===== config.mk =====
export PLATFORM = sky130hd
export DESIGN_NAME = fsm_exp_fifo
export DESIGN_NICKNAME = d
export VERILOG_FILES = /design/src/rtl/fsm_check_pkg.sv /design/src/rtl/fsm_exp_fifo.sv
export SDC_FILE = /design/constraint.sdc
export NUM_CORES = 1
export LEC_CHECK = 0
export BUFFER_PORTS_ARGS = -buffer_cell sky130_fd_sc_hd__buf_2
export CAP_MARGIN = 25
export CORE_ASPECT_RATIO = 2
export CORE_UTILIZATION = 35
export CTS_CLUSTER_SIZE = 16
export DETAILED_ROUTE_END_ITERATION = 10
export PLACE_DENSITY = 0.5
export SETUP_SLACK_MARGIN = 0.3
export SLEW_MARGIN = 20
export SYNTH_ARGS = -nofsm -noshare
export SYNTH_HDL_FRONTEND = slang
export SYNTH_SLANG_ARGS = --single-unit

===== constraint.sdc =====
create_clock -name clk -period 2.88 [get_ports clk]
set_input_delay 0.432 -clock clk [delete_from_list [all_inputs] [get_ports clk]]
set_output_delay 0.432 -clock clk [all_outputs]
set_load 0.05 [all_outputs]

===== src/rtl/fsm_check_pkg.sv =====
// Shared types and default widths for the FSM step checker.
package fsm_check_pkg;

    localparam int STATE_W_DEF = 3;
    localparam int DEPTH_DEF   = 8;
    localparam int CNT_W_DEF   = 8;

    // One expected observation: FSM state and out after a step.
    typedef struct packed {
        logic [STATE_W_DEF-1:0] state;
        logic                   out;
    } exp_entry_t;

    // Control FSM: IDLE = nothing pending, CMP = compare at this edge,
    // HALT = stopped after first failure (stop-on-error builds only).
    typedef enum logic [1:0] {
        IDLE = 2'd0,
        CMP  = 2'd1,
        HALT = 2'd2
    } chk_state_t;

endpackage


===== src/rtl/fsm_exp_fifo.sv =====
// Synchronous FIFO holding expected entries; reset flushes it.
module fsm_exp_fifo
    import fsm_check_pkg::*;
#(
    parameter int  DEPTH   = DEPTH_DEF,
    parameter type entry_t = exp_entry_t
) (
    input  logic   clk,
    input  logic   reset_n,
    input  logic   push,
    input  logic   pop,
    input  entry_t wr_data,
    output entry_t rd_data,
    output logic   full,
    output logic   empty
);

    localparam int PTR_W = $clog2(DEPTH);
    localparam logic [PTR_W-1:0] PTR_ONE = {{(PTR_W-1){1'b0}}, 1'b1};
    localparam logic [PTR_W:0]   CNT_ONE = {{PTR_W{1'b0}}, 1'b1};
    localparam logic [PTR_W:0]   CNT_FULL = {1'b1, {PTR_W{1'b0}}};

    logic [PTR_W-1:0] wr_ptr_r;
    logic [PTR_W-1:0] rd_ptr_r;
    logic [PTR_W:0]   count_r;
    entry_t           mem_r [DEPTH];
    logic             push_ok_s;
    logic             pop_ok_s;

    assign full      = (count_r == CNT_FULL);
    assign empty     = (count_r == {(PTR_W+1){1'b0}});
    assign push_ok_s = push && !full;
    assign pop_ok_s  = pop && !empty;
    assign rd_data   = mem_r[rd_ptr_r];

    // Storage array; written only on an accepted push.
    always_ff @(posedge clk) begin
        if (push_ok_s) begin
            mem_r[wr_ptr_r] <= wr_data;
        end
    end

    // Pointers and occupancy; pointers wrap naturally since DEPTH is a power of two.
    always_ff @(posedge clk or negedge reset_n) begin
        if (!reset_n) begin
            wr_ptr_r <= {PTR_W{1'b0}};
            rd_ptr_r <= {PTR_W{1'b0}};
            count_r  <= {(PTR_W+1){1'b0}};
        end else begin
            if (push_ok_s) begin
                wr_ptr_r <= wr_ptr_r + PTR_ONE;
            end
            if (pop_ok_s) begin
                rd_ptr_r <= rd_ptr_r + PTR_ONE;
            end
            case ({push_ok_s, pop_ok_s})
                2'b10:   count_r <= count_r + CNT_ONE;
                2'b01:   count_r <= count_r - CNT_ONE;
                default: count_r <= count_r;
            endcase
        end
    end

endmodule


* Word-level counts from Yosys, hierarchy flattened *
Memory sizes are Yosys's and may differ from the RTL's.
Index checks and enable logic that the tools add are counted.

word-level totals
  bits in registers = 10
  RAM bits = 32
  input port bits = 8
  word-level logic and storage cells = 20
  memories kept = 1

memory list
  name   depth  bits a word  rd ports  clocked after Yosys merged registers in  wr ports  line                text
  mem_r  8      4            1         0                                        1         fsm_exp_fifo.sv:26  entry_t mem_r [DEPTH];

cells by class
  add/subtract/negate cells = 4
  equal/unequal tests = 3
  mux-type cells = 3
  reduce and logical (&&, ||, !) cells = 6

operators with widths
  kind                                                                   number
  4-bit one-hot mux with 2 select lines                                  1
  3-bit by 1-bit adder with 3-bit output, second input constant          2
  4-bit by 1-bit adder with 4-bit output, second input constant          1
  4-bit equality test, second input constant                             1
  4-bit zero test                                                        1
  4-bit by 1-bit subtractor with 4-bit output, second input constant     1
  2-bit by 1-bit equality test with 1-bit output, second input constant  1
  2-bit equality test, second input constant                             1
  1-bit logical AND                                                      2
  1-bit zero test                                                        2
  1-bit two-way mux                                                      2
  2-bit nonzero test                                                     1

* Longest topological paths before layout *
  depth after elaboration = 5
  mapped depth = 7
  mapped depth without buffers = 7

* Worst setup path before layout *
Ideal clock, no wire load.

  path kind = reg-to-reg
  from = register count_r[0]
  to = register count_r[3]
  library setup time = 0.134 ns
  data arrival time = 2.365 ns
  required time = 2.746 ns
  setup slack = 0.381 ns
  cell stages (with the launch flop) = 8
  period minus slack after synthesis = 2.499 ns
  cell sequence = dfrtp_1 or4b_4 nand2_4 ha_1 ha_1 or4b_1 o311ai_0 o211ai_1

on the way
  cells in the longest elaborated chain, start to end = 5
  elaborated cells between the ends (all ways) = 12
  classes of those cells = add/sub: 2; eq/ne: 3; mux: 1; reduce/logical: 6

RTL lines
  element                                                                                       line                                    text
  start, declared                                                                               fsm_exp_fifo.sv:25                      logic [PTR_W:0] count_r;
  start signal, assigned                                                                        fsm_exp_fifo.sv:48                      count_r <= {(PTR_W+1){1'b0}};
  start signal, assigned                                                                        fsm_exp_fifo.sv:57                      2'b10: count_r <= count_r + CNT_ONE;
  start signal, assigned                                                                        fsm_exp_fifo.sv:58                      2'b01: count_r <= count_r - CNT_ONE;
  4-bit equality test / 4-bit zero test (equally long branches)                                 fsm_exp_fifo.sv:30, fsm_exp_fifo.sv:31
  1-bit zero test, on equally long branches                                                     fsm_exp_fifo.sv:32, fsm_exp_fifo.sv:33
  1-bit logical AND, on equally long branches                                                   fsm_exp_fifo.sv:32, fsm_exp_fifo.sv:33
  2-bit by 1-bit equality test with 1-bit output / 2-bit equality test (equally long branches)  fsm_exp_fifo.sv:56                      case ({push_ok_s, pop_ok_s})
  4-bit one-hot mux with 2 select lines / 2-bit nonzero test (equally long branches)            --

Several ways; a longest one is shown, not always the timed one.
A chain may end at the register's enable or synchronous reset.

==> results.ini <==
[clock_tree]
clock_path_buffers=2
clk_pin_slew_ns=0.08
cts_root_buf=clkbuf_8
cts_tree=yes
clk_latency_ns=0.28
cts_buffers=5
clock_sinks=42
h-tree-depth=2

[placement]
dp_hpwl_mm=2.610
routabilityCongestion=0.7531
dp.cells=182
port_buffers=13

[drt]
drc=0
routedWlPerCell_um=16.72
viasPerCell=5.163
wl_mm=3.278
postRouteAntennaNets=0
dr.pass1.iters=3
vias=1012
drt_iter0_drc=20

[synthesis]
syn_nets=127
synth_top_cell_by_area=edfxtp_1
yosysTopAreaCellShare=0.5175
synth_adder_area_share=0.04447
avgSynthCellArea_um2=16.43
synthMuxAreaShare=0.1388
ys_ff_latch=42
yosysWarnings=0
synth_top_family_by_area=multiplexers
seq_area_frac_synth=0.6523
syn_inst=113
synthSimpleGateAreaFrac=0.08558
ys_types=31
synth_compound_area_frac=0.03167
syn_area_mm2=0.001857
synth_xor_area_frac=0.02830
ys_top_cells_by_area=edfxtp_1 (52%), dfrtp_1 (13%), mux4_2 (9.7%), ha_1 (3.4%), mux2_2 (2.4%)

[worst_setup_path]
worst-setup-path-type=flip-flop to primary output
path_depth=4
cp-start-kind=flip-flop
worstPathArrival_ns=2.06
crit_buf_inv=2
max_stage_delay_ns=0.53
required_ns=2.45
cpMaxStageDelayCell=mux4_2
crit_chain=buf_4 -> mux4_2 -> mux2_2 -> buf_2
worst_setup_path_end_kind=primary output
r2r_cells=7
worstPathMaxFanout=6
crit_family=multiplexers

[global_routing]
antenna_found_initial=0
grtUsageMet1=0.1221
grt.overflow.total=0
grt_pass1_wl_mm=5.154
top_usage_layer=met2
globalRouteMet2Util=0.2607
grt_pass1_vias=1052
met3_usage=0.01747
grtUsageTotal=0.1341
grt_max_degree=14

[sta]
timing.fmax_ghz=0.4019
max-slew-margin-rel=0.4425
hold_viol_final=0
fin_crit_sh=0.8638
tightest_slew_ns=0.8298
finalSetupTns_ns=0
finClkSkew_ns=0.004597
setup_viol=0
rsz0062_at_grt=false
drv_slew=0
period_needed_ns=2.488

[pwr]
peakVddDrop_v=0.0007187
total_leakage_power_uw=0.0007803
power_density_mw_per_mm2=1087

[final_layout]
diodes=0
layout-drive-gt1-share=0.3623
synthToLayoutAreaGrowth_pct=17.18
fillCellCount=482
multi_input_area_um2=636.9
final_nets=151
instances_no_fill=196
regArea_mm2=0.001216

[floorplan]
core_mm2=0.005139
fp.dieW_um=53.50
die_area_mm2=0.005618
rows=37
die_h_um=105.0
ioPinCount=14
initial_core_util=0.3613

[hold_path]
hold_class=input pin to async pin

[flow_run]
maxCapViolCount=0

[status]
outcome=completed

==> state kept, by name (all words and copies together) (netlist names) <==
signal    count
rd_ptr_r      3
wr_ptr_r      3
mem_r        32
count_r       4
==> logic make-up (layout without fill, tap and decap cells) <==
kind of cell,after synthesis,count (layout)
adder cells (fa/ha/maj),6,6
multiplexers,15,15
buffers and inverters,9,34
flip-flops,42,42
XOR/XNOR,6,6
AND/OR/NAND/NOR,28,28
AO/OA/AOI/OAI,7,7
==> routing by layer <==
metal	up-vias	routed length [um]	part of all wire
li1	480	-	-
met1	502	1068	0.33
met2	21	2032	0.62
met3	9	79	0.024
met4	0	98	0.030
met5	-	0	0
==> cells in the mapped netlist (all sizes together) <==
| cell type | count |
|---|---|
| edfxtp | 32 |
| dfrtp | 10 |
| mux4 | 8 |
| nand2 | 7 |
| inv | 6 |
| mux2 | 6 |
| nor2 | 6 |
| ha | 5 |
| xnor2 | 5 |
| nand3 | 4 |
| nor3b | 3 |
| a21oi | 2 |
| clkbuf | 2 |
| nand2b | 2 |
| nor3 | 2 |
| or4b | 2 |
| a2111o | 1 |
| buf | 1 |
| fa | 1 |
| mux2i | 1 |
| nand3b | 1 |
| nor4 | 1 |
| o211ai | 1 |
| o21ai | 1 |
| o311ai | 1 |
| o41ai | 1 |
| xor2 | 1 |
==> placed cells by master, fill, tap and decap left out, drive strengths merged, types with 2 or more instances in the layout <==
| cell type | count |
|---|---|
| edfxtp | 32 |
| buf | 20 |
| dfrtp | 10 |
| mux4 | 8 |
| nand2 | 7 |
| nor2 | 6 |
| clkbuf | 6 |
| mux2 | 6 |
| inv | 6 |
| xnor2 | 5 |
| ha | 5 |
| nand3 | 4 |
| nor3b | 3 |
| nand2b | 2 |
| nor3 | 2 |
| a21oi | 2 |
| or4b | 2 |
==> path summary, 6_finish.rpt <==
| path | from | end | slack [ns] |
|---|---|---|---|
| min reg2reg | wr_ptr_r[0] | wr_ptr_r[0] | 0.53 |
| min in group clk | wr_data[2] | mem_r[0][2] | 0.42 |
| max | rd_ptr_r[0] | rd_data[0] | 0.39 |
| min | reset_n | rd_ptr_r[2] | 0.003 |
| max in group asynchronous | reset_n | count_r[3] | 2.65 |
| max reg2reg | count_r[1] | count_r[3] | 0.45 |
==> layout make-up <==
cell class / instances / share of cell area
clock buffer: 6 / 0.03335
clock inverter: 2 / 0.01725
sequential: 42 / 0.5589
tap: 58 / 0.03335
multi-input combinational: 62 / 0.2927
timing repair buffer: 20 / 0.05405
inverter: 6 / 0.01035
==> metrics by stage <==
stage                     power [uW]  worst slack, ns  hold WS [ns]  utilization  instance area, um2
after floorplan                 1640           0.3810        0.1364            -                1857
after global placement          1849           0.2329        0.3187       0.3871                1989
after detailed placement        1866           0.1673        0.3163       0.3871                1989
after CTS                       2326           0.3304      0.005951       0.4112                2113
after global routing            2512           0.3202       0.01148       0.4234                2176
final                           2364           0.3921      0.003212       0.4234                2176
==> what timing repair did <==
action                                 in CTS  in global routing
hold buffers                                0                  0
setup endpoints to repair                   1                  1
buffers inserted                            0                  6
endpoints found under the hold margin       0                  0
gates resized for setup                     3                  5
pin swaps                                   0                  2
==> where the power goes <==
group	switching (uW)	internal, uW	leakage [uW]
Combinational	561	428	0.000324
Clock	183	258	0.0000514
Sequential	130	803	0.000405
(Power assumes the default switching activity.)
